===== config.mk =====
export PLATFORM = sky130hd
export DESIGN_NAME = uart_rx_deser
export DESIGN_NICKNAME = d
export VERILOG_FILES = /design/src/rtl/uart_pkg.sv /design/src/rtl/sync_2ff.sv /design/src/rtl/uart_rx_deser.sv
export SDC_FILE = /design/constraint.sdc
export NUM_CORES = 1
export LEC_CHECK = 0
export BUFFER_PORTS_ARGS = -buffer_cell sky130_fd_sc_hd__buf_2
export CAP_MARGIN = 20
export CORE_ASPECT_RATIO = 1.25
export CORE_UTILIZATION = 51
export DETAILED_ROUTE_END_ITERATION = 12
export PLACE_DENSITY = 0.74
export SLEW_MARGIN = 15
export SYNTH_ARGS = -nofsm -noshare
export SYNTH_HDL_FRONTEND = slang
export SYNTH_SLANG_ARGS = --single-unit

===== constraint.sdc =====
create_clock -name CLK -period 1.5 [get_ports CLK]
set_clock_uncertainty 0.05 [all_clocks]
set_input_delay 0.15 -clock CLK [delete_from_list [all_inputs] [get_ports CLK]]
set_output_delay 0.15 -clock CLK [all_outputs]
set_load 0.02 [all_outputs]

===== src/rtl/uart_pkg.sv =====
// Shared UART definitions: receiver/transmitter state encoding
// and default frame parameters.
package uart_pkg;

    localparam int ST_W        = 3;
    localparam int DEF_N_BIT   = 8;
    localparam int DEF_N_TICK  = 16;
    localparam int DEF_SB_TICK = 16;

    typedef enum logic [ST_W-1:0] {
        IDLE  = 3'd0,
        START = 3'd1,
        DATA  = 3'd2,
        STOP  = 3'd3,
        BREAK = 3'd4
    } uart_state_t;

endpackage


===== src/rtl/sync_2ff.sv =====
// Two-flop synchroniser for a single asynchronous input.
// Resets to 1 so an idle-high line looks idle out of reset.
module sync_2ff (
    input  logic clk,
    input  logic rst_n,
    input  logic d,
    output logic q
);

    logic meta;

    always_ff @(posedge clk or negedge rst_n) begin
        if (!rst_n) begin
            meta <= 1'b1;
            q    <= 1'b1;
        end else begin
            meta <= d;
            q    <= meta;
        end
    end

endmodule


===== src/rtl/uart_rx_deser.sv =====
// UART receive deserialiser: oversampled start/data/stop detection,
// LSB-first shift, one-cycle done / framing-error strobes.
module uart_rx_deser
    import uart_pkg::*;
#(
    parameter int N_BIT   = DEF_N_BIT,
    parameter int N_TICK  = DEF_N_TICK,
    parameter int SB_TICK = DEF_SB_TICK
) (
    input  logic             CLK,
    input  logic             RESET,
    input  logic             s_tick,
    input  logic             rx,
    output logic [N_BIT-1:0] dout,
    output logic             rx_done_tick,
    output logic             frame_err,
    output logic             busy
);

    localparam int S_MAX = (SB_TICK > N_TICK) ? SB_TICK : N_TICK;
    localparam int S_W   = $clog2(S_MAX);
    localparam int N_W   = (N_BIT > 1) ? $clog2(N_BIT) : 1;

    localparam logic [S_W-1:0] S_HALF = S_W'(N_TICK / 2 - 1);
    localparam logic [S_W-1:0] S_BIT  = S_W'(N_TICK - 1);
    localparam logic [S_W-1:0] S_STOP = S_W'(SB_TICK - 1);
    localparam logic [S_W-1:0] S_ONE  = S_W'(1);
    localparam logic [N_W-1:0] N_LAST = N_W'(N_BIT - 1);
    localparam logic [N_W-1:0] N_ONE  = N_W'(1);

    uart_state_t      state, state_n;
    logic [S_W-1:0]   s, s_n;
    logic [N_W-1:0]   n, n_n;
    logic [N_BIT-1:0] sh, sh_n;
    logic [N_BIT-1:0] dout_n;
    logic             done_n, err_n;
    logic             rx_s;

    sync_2ff u_sync (
        .clk   (CLK),
        .rst_n (RESET),
        .d     (rx),
        .q     (rx_s)
    );

    always_ff @(posedge CLK or negedge RESET) begin
        if (!RESET) begin
            state        <= IDLE;
            s            <= '0;
            n            <= '0;
            sh           <= '0;
            dout         <= '0;
            rx_done_tick <= 1'b0;
            frame_err    <= 1'b0;
        end else begin
            state        <= state_n;
            s            <= s_n;
            n            <= n_n;
            sh           <= sh_n;
            dout         <= dout_n;
            rx_done_tick <= done_n;
            frame_err    <= err_n;
        end
    end

    always_comb begin
        state_n = state;
        s_n     = s;
        n_n     = n;
        sh_n    = sh;
        dout_n  = dout;
        done_n  = 1'b0;
        err_n   = 1'b0;
        unique case (state)
            IDLE: begin
                if (!rx_s) begin
                    state_n = START;
                    s_n     = '0;
                end
            end
            START: begin
                // a start bit must still be low at its midpoint
                if (s_tick) begin
                    if (s == S_HALF) begin
                        if (!rx_s) begin
                            state_n = DATA;
                            s_n     = '0;
                            n_n     = '0;
                        end else begin
                            state_n = IDLE;
                        end
                    end else begin
                        s_n = s + S_ONE;
                    end
                end
            end
            DATA: begin
                if (s_tick) begin
                    if (s == S_BIT) begin
                        s_n  = '0;
                        sh_n = {rx_s, sh[N_BIT-1:1]};
                        if (n == N_LAST) begin
                            state_n = STOP;
                        end else begin
                            n_n = n + N_ONE;
                        end
                    end else begin
                        s_n = s + S_ONE;
                    end
                end
            end
            STOP: begin
                if (s_tick) begin
                    if (s == S_STOP) begin
                        if (rx_s) begin
                            dout_n  = sh;
                            done_n  = 1'b1;
                            state_n = IDLE;
                        end else begin
                            err_n   = 1'b1;
                            state_n = BREAK;
                        end
                    end else begin
                        s_n = s + S_ONE;
                    end
                end
            end
            BREAK: begin
                // wait out a held-low line before hunting for a start bit
                if (rx_s) begin
                    state_n = IDLE;
                end
            end
            default: begin
                state_n = IDLE;
            end
        endcase
    end

    assign busy = (state != IDLE);

endmodule


==> impl_metrics.yaml <==
outcome:
  run_status: "finished, violations left"
  violations: "negative setup slack"
worst_setup_path:
  critical_setup_path_class: "reg -> reg"
  critical_path_arrival_ps: 1800
  critical_path_required_ps: 1660
  timing.critical_path.to_type: "register"
  critical-path-top-delay-family: "flip-flops"
  critical_path.slowest_cell: "sky130_fd_sc_hd__dfrtp_1"
  worstPathCellList: "ha_2 -> ha_4 -> nor4bb_4 -> o2111ai_2 -> buf_4 -> nand2_1 -> o21ai_1"
  critical-path-max-stage-delay_ps: 390
  cp_max_fo: 3
  start_kind: "register"
  crit_buf_inv: 1
clock_tree:
  clock_sink_count: 30
  clock_root_cell: "sky130_fd_sc_hd__clkbuf_4"
  tritoncts: "yes"
  cts_inserted_buffers: 5
  htree_num_levels: 2
  clk_transition_reported_paths_ps: 90
  worstSkewPairLatency_ps: 330
  clock_tree.buffer_depth: 2
yosys:
  share_of_flip_flops_with_an_asynchronous_set_or_reset_after_synthesis_pct: 100.0
  synth-edff-count: 0
  synthCells: 117
  ys_types: 36
  synth_fp_nets: 124
  most_used_flip_flop_cell_after_synthesis: "sky130_fd_sc_hd__dfrtp_1"
  synthAdderAreaFrac_pct: 2.693
  synth_area_per_cell_um2: 11.91
  synthSimpleGateAreaFrac_pct: 13.82
  postSynthRegisterBits: 30
  synth_top_family_by_area: "multiplexers"
  ys_warnings: 0
  synth_xor_xnor_area_share_pct: 0.6284
  syn_area_mm2: 0.001394
  yosys-mux-area-fraction_pct: 15.17
  synth_compound_area_share_pct: 10.77
  synth_sequential_area_ratio_pct: 54.04
routing:
  route.detailed.vias_per_inst: 5.687
  antenna_violating_nets_post_route: 0
  top_layer: "met4"
  drtIter0Drc: 19
  number_of_remaining_drc_errors: 0
  wirelength_met1_um: 1392
  drt-total-wl_um: 3464
  wl_per_cell_um: 17.23
  dr_total_vias: 1143
  detailroute.wirelength.met2_um: 1878
  dr_wl_met3_um: 123
  number_of_optimization_iterations_in_the_first_detailed_route_pass: 4
grt:
  grt_use_total_pct: 25.67
  grt_remaining_overflow: 0
  global_route_wire_length_before_repair_um: 5416
  first_global_vias: 1121
  number_of_antenna_violations_at_the_first_check_in_global_routing: 0
  grt_start_max_net_pins: 31
sta:
  tightest_slew_ps: 642.5
  rsz_0062_raised_after_global_routing: "yes"
  finalWorstPathRequiredPeriod_ps: 1633
  report.final.hold_viol_count: 0
  fmax_ghz: 0.6123
  slew_headroom_pct: 57.17
  setup-tns-final_ps: -1827
  setup-violations-final: 23
  final-max-slew-violation-count: 0
  post-route-worst-setup-slack_ps: -133.1
  final.period_utilization_pct: 108.9
floorplanning:
  floorplan.io_pins: 15
  die_area_mm2: 0.002948
  chipWidth_um: 48.76
  core.rowCount: 20
  core-area_mm2: 0.002502
  die_h_um: 60.45
  starting_utilization_of_the_core_area_pct: 55.70
cells_and_area:
  layout.core_utilization_pct: 81.50
  antenna_cells_inserted: 0
  multiInputGateArea_um2: 783.3
  num-fill-cells: 139
  post_route_cells_drive_above_1_share_pct: 58.33
  layout.cells.non_filler: 201
  layout-area-overhead-vs-synth_pct: 46.32
  number_of_nets_in_the_finished_design: 174
  sequential_cell_area_um2: 755.7
pwr:
  pwr_density_cell_mw_per_mm2: 1364
  vdd_ir_drop_max_mv: 1.012
  static-leakage-power_nw: 0.9946
run:
  max_cap_viol_count: 0
place:
  pre_cts_ws_ps: -239.4
  post-dp-hpwl_um: 1901
  gpl.final_weighted_congestion: 0.8468
  numPortBuffers: 14
  placed_cells: 177
min_path:
  hold_class: "in -> reg"
[power breakdown]
| part | internal [mW] | switching, mW |
|---|---|---|
| Sequential | 0.899 | 0.122 |
| Combinational | 0.600 | 0.488 |
| Clock | 0.398 | 0.276 |
[flip-flops by register name, summed over array words and instances (netlist names)]
register / count
u_sync.meta: 1
s: 4
frame_err: 1
sh: 8
rx_done_tick: 1
u_sync.q: 1
dout: 8
n: 3
state: 3
[worst reg2reg max path, delay by kind of cell, from the launching register on]
| family | cells | cell delay, ps |
|---|---|---|
| fa+ha+maj | 2 | 370 |
| compound gates | 2 | 220 |
| flops | 1 | 390 |
| simple gates | 2 | 310 |
| buf+inv | 1 | 180 |
[layout make-up]
cell class | count | area share (%)
Multi-Input combinational cell | 79 | 38.40
Sequential cell | 30 | 37.06
Timing Repair Buffer | 48 | 17.79
Clock buffer | 7 | 2.699
Tap cell | 33 | 2.025
Clock inverter | 1 | 1.472
Inverter | 3 | 0.5521
[metal layers]
| metal | global-route usage, % | vias to the layer above |
|---|---|---|
| li1 | - | 529 |
| met1 | 30.78 | 570 |
| met2 | 42.66 | 38 |
| met3 | 6.015 | 6 |
| met4 | 15.97 | 0 |
| met5 | 0 | - |
[logic make-up after synthesis]
logic type,count (synthesis)
XOR/XNOR,1
adder cells (fa/ha/maj),3
AND/OR/NAND/NOR,33
flip-flops,30
multiplexers,19
buffers and inverters,9
AO/OA/AOI/OAI,22
[stage by stage]
step	hold slack, ps	total power, mW	area, um2
floorplan	-195.6	1.502	1438
global placement	146.5	1.783	1665
detailed placement	158.7	1.818	1665
CTS	205.7	2.654	1936
global route	229.8	2.945	2039
finish	244.6	2.783	2039
[synthesized netlist by cell type, types with 2 or more instances]
cell                       n  share of area, %
sky130_fd_sc_hd__mux2_1   11               8.9
sky130_fd_sc_hd__and3_1    2              0.90
sky130_fd_sc_hd__nand2_1   9               2.4
sky130_fd_sc_hd__a31oi_1   2              0.90
sky130_fd_sc_hd__inv_2     2              0.54
sky130_fd_sc_hd__nor4b_1   2               1.3
sky130_fd_sc_hd__ha_1      3               2.7
sky130_fd_sc_hd__or3_1     2              0.90
sky130_fd_sc_hd__dfstp_2   2               3.8
sky130_fd_sc_hd__nor2b_1   2              0.90
sky130_fd_sc_hd__a22o_1    2               1.3
sky130_fd_sc_hd__a21oi_1   5               1.8
sky130_fd_sc_hd__mux2_2    6               4.8
sky130_fd_sc_hd__dfrtp_1  28                50
sky130_fd_sc_hd__nand3_1   3               1.1
sky130_fd_sc_hd__mux2i_1   2               1.4
sky130_fd_sc_hd__nor2_1    7               1.9
sky130_fd_sc_hd__buf_2     5               1.8
sky130_fd_sc_hd__o21ai_0   5               1.8
[path summary, 6_finish.rpt]
check	start	to	slack [ps]	cells past startpoint
max	n[0]	n[1]	-130	7
min	s_tick	s[3]	240	4
max reg2reg	n[0]	n[1]	-130	7
min reg2reg	u_sync.meta	u_sync.q	310	0
max in group asynchronous	RESET	state[0]	580	2
min in group asynchronous	RESET	dout[4]	360	2
[what timing repair did]
item / in CTS / in global routing
endpoints found under the setup margin: 23 / 26
cloned: 1 / 0
hold endpoints to repair: 29 / 0
buffers inserted: 8 / 6
hold buffers: 2 / 0
resized for setup: 28 / 14
pin swaps: 10 / 3
[layout by cell type, fill, tap and decap left out, types with 4 or more instances in the layout]
master | synthesis | layout
sky130_fd_sc_hd__nand2_1 | 9 | 8
sky130_fd_sc_hd__clkbuf_4 | 0 | 5
sky130_fd_sc_hd__dfrtp_1 | 28 | 26
sky130_fd_sc_hd__o21ai_1 | 1 | 4
sky130_fd_sc_hd__buf_6 | 0 | 8
sky130_fd_sc_hd__mux2_4 | 0 | 13
sky130_fd_sc_hd__a21oi_1 | 5 | 4
sky130_fd_sc_hd__buf_4 | 0 | 25
sky130_fd_sc_hd__buf_2 | 5 | 13
sky130_fd_sc_hd__mux2_2 | 6 | 4
sky130_fd_sc_hd__nor2_1 | 7 | 6
Note: power is estimated with default switching activity, not from simulation.
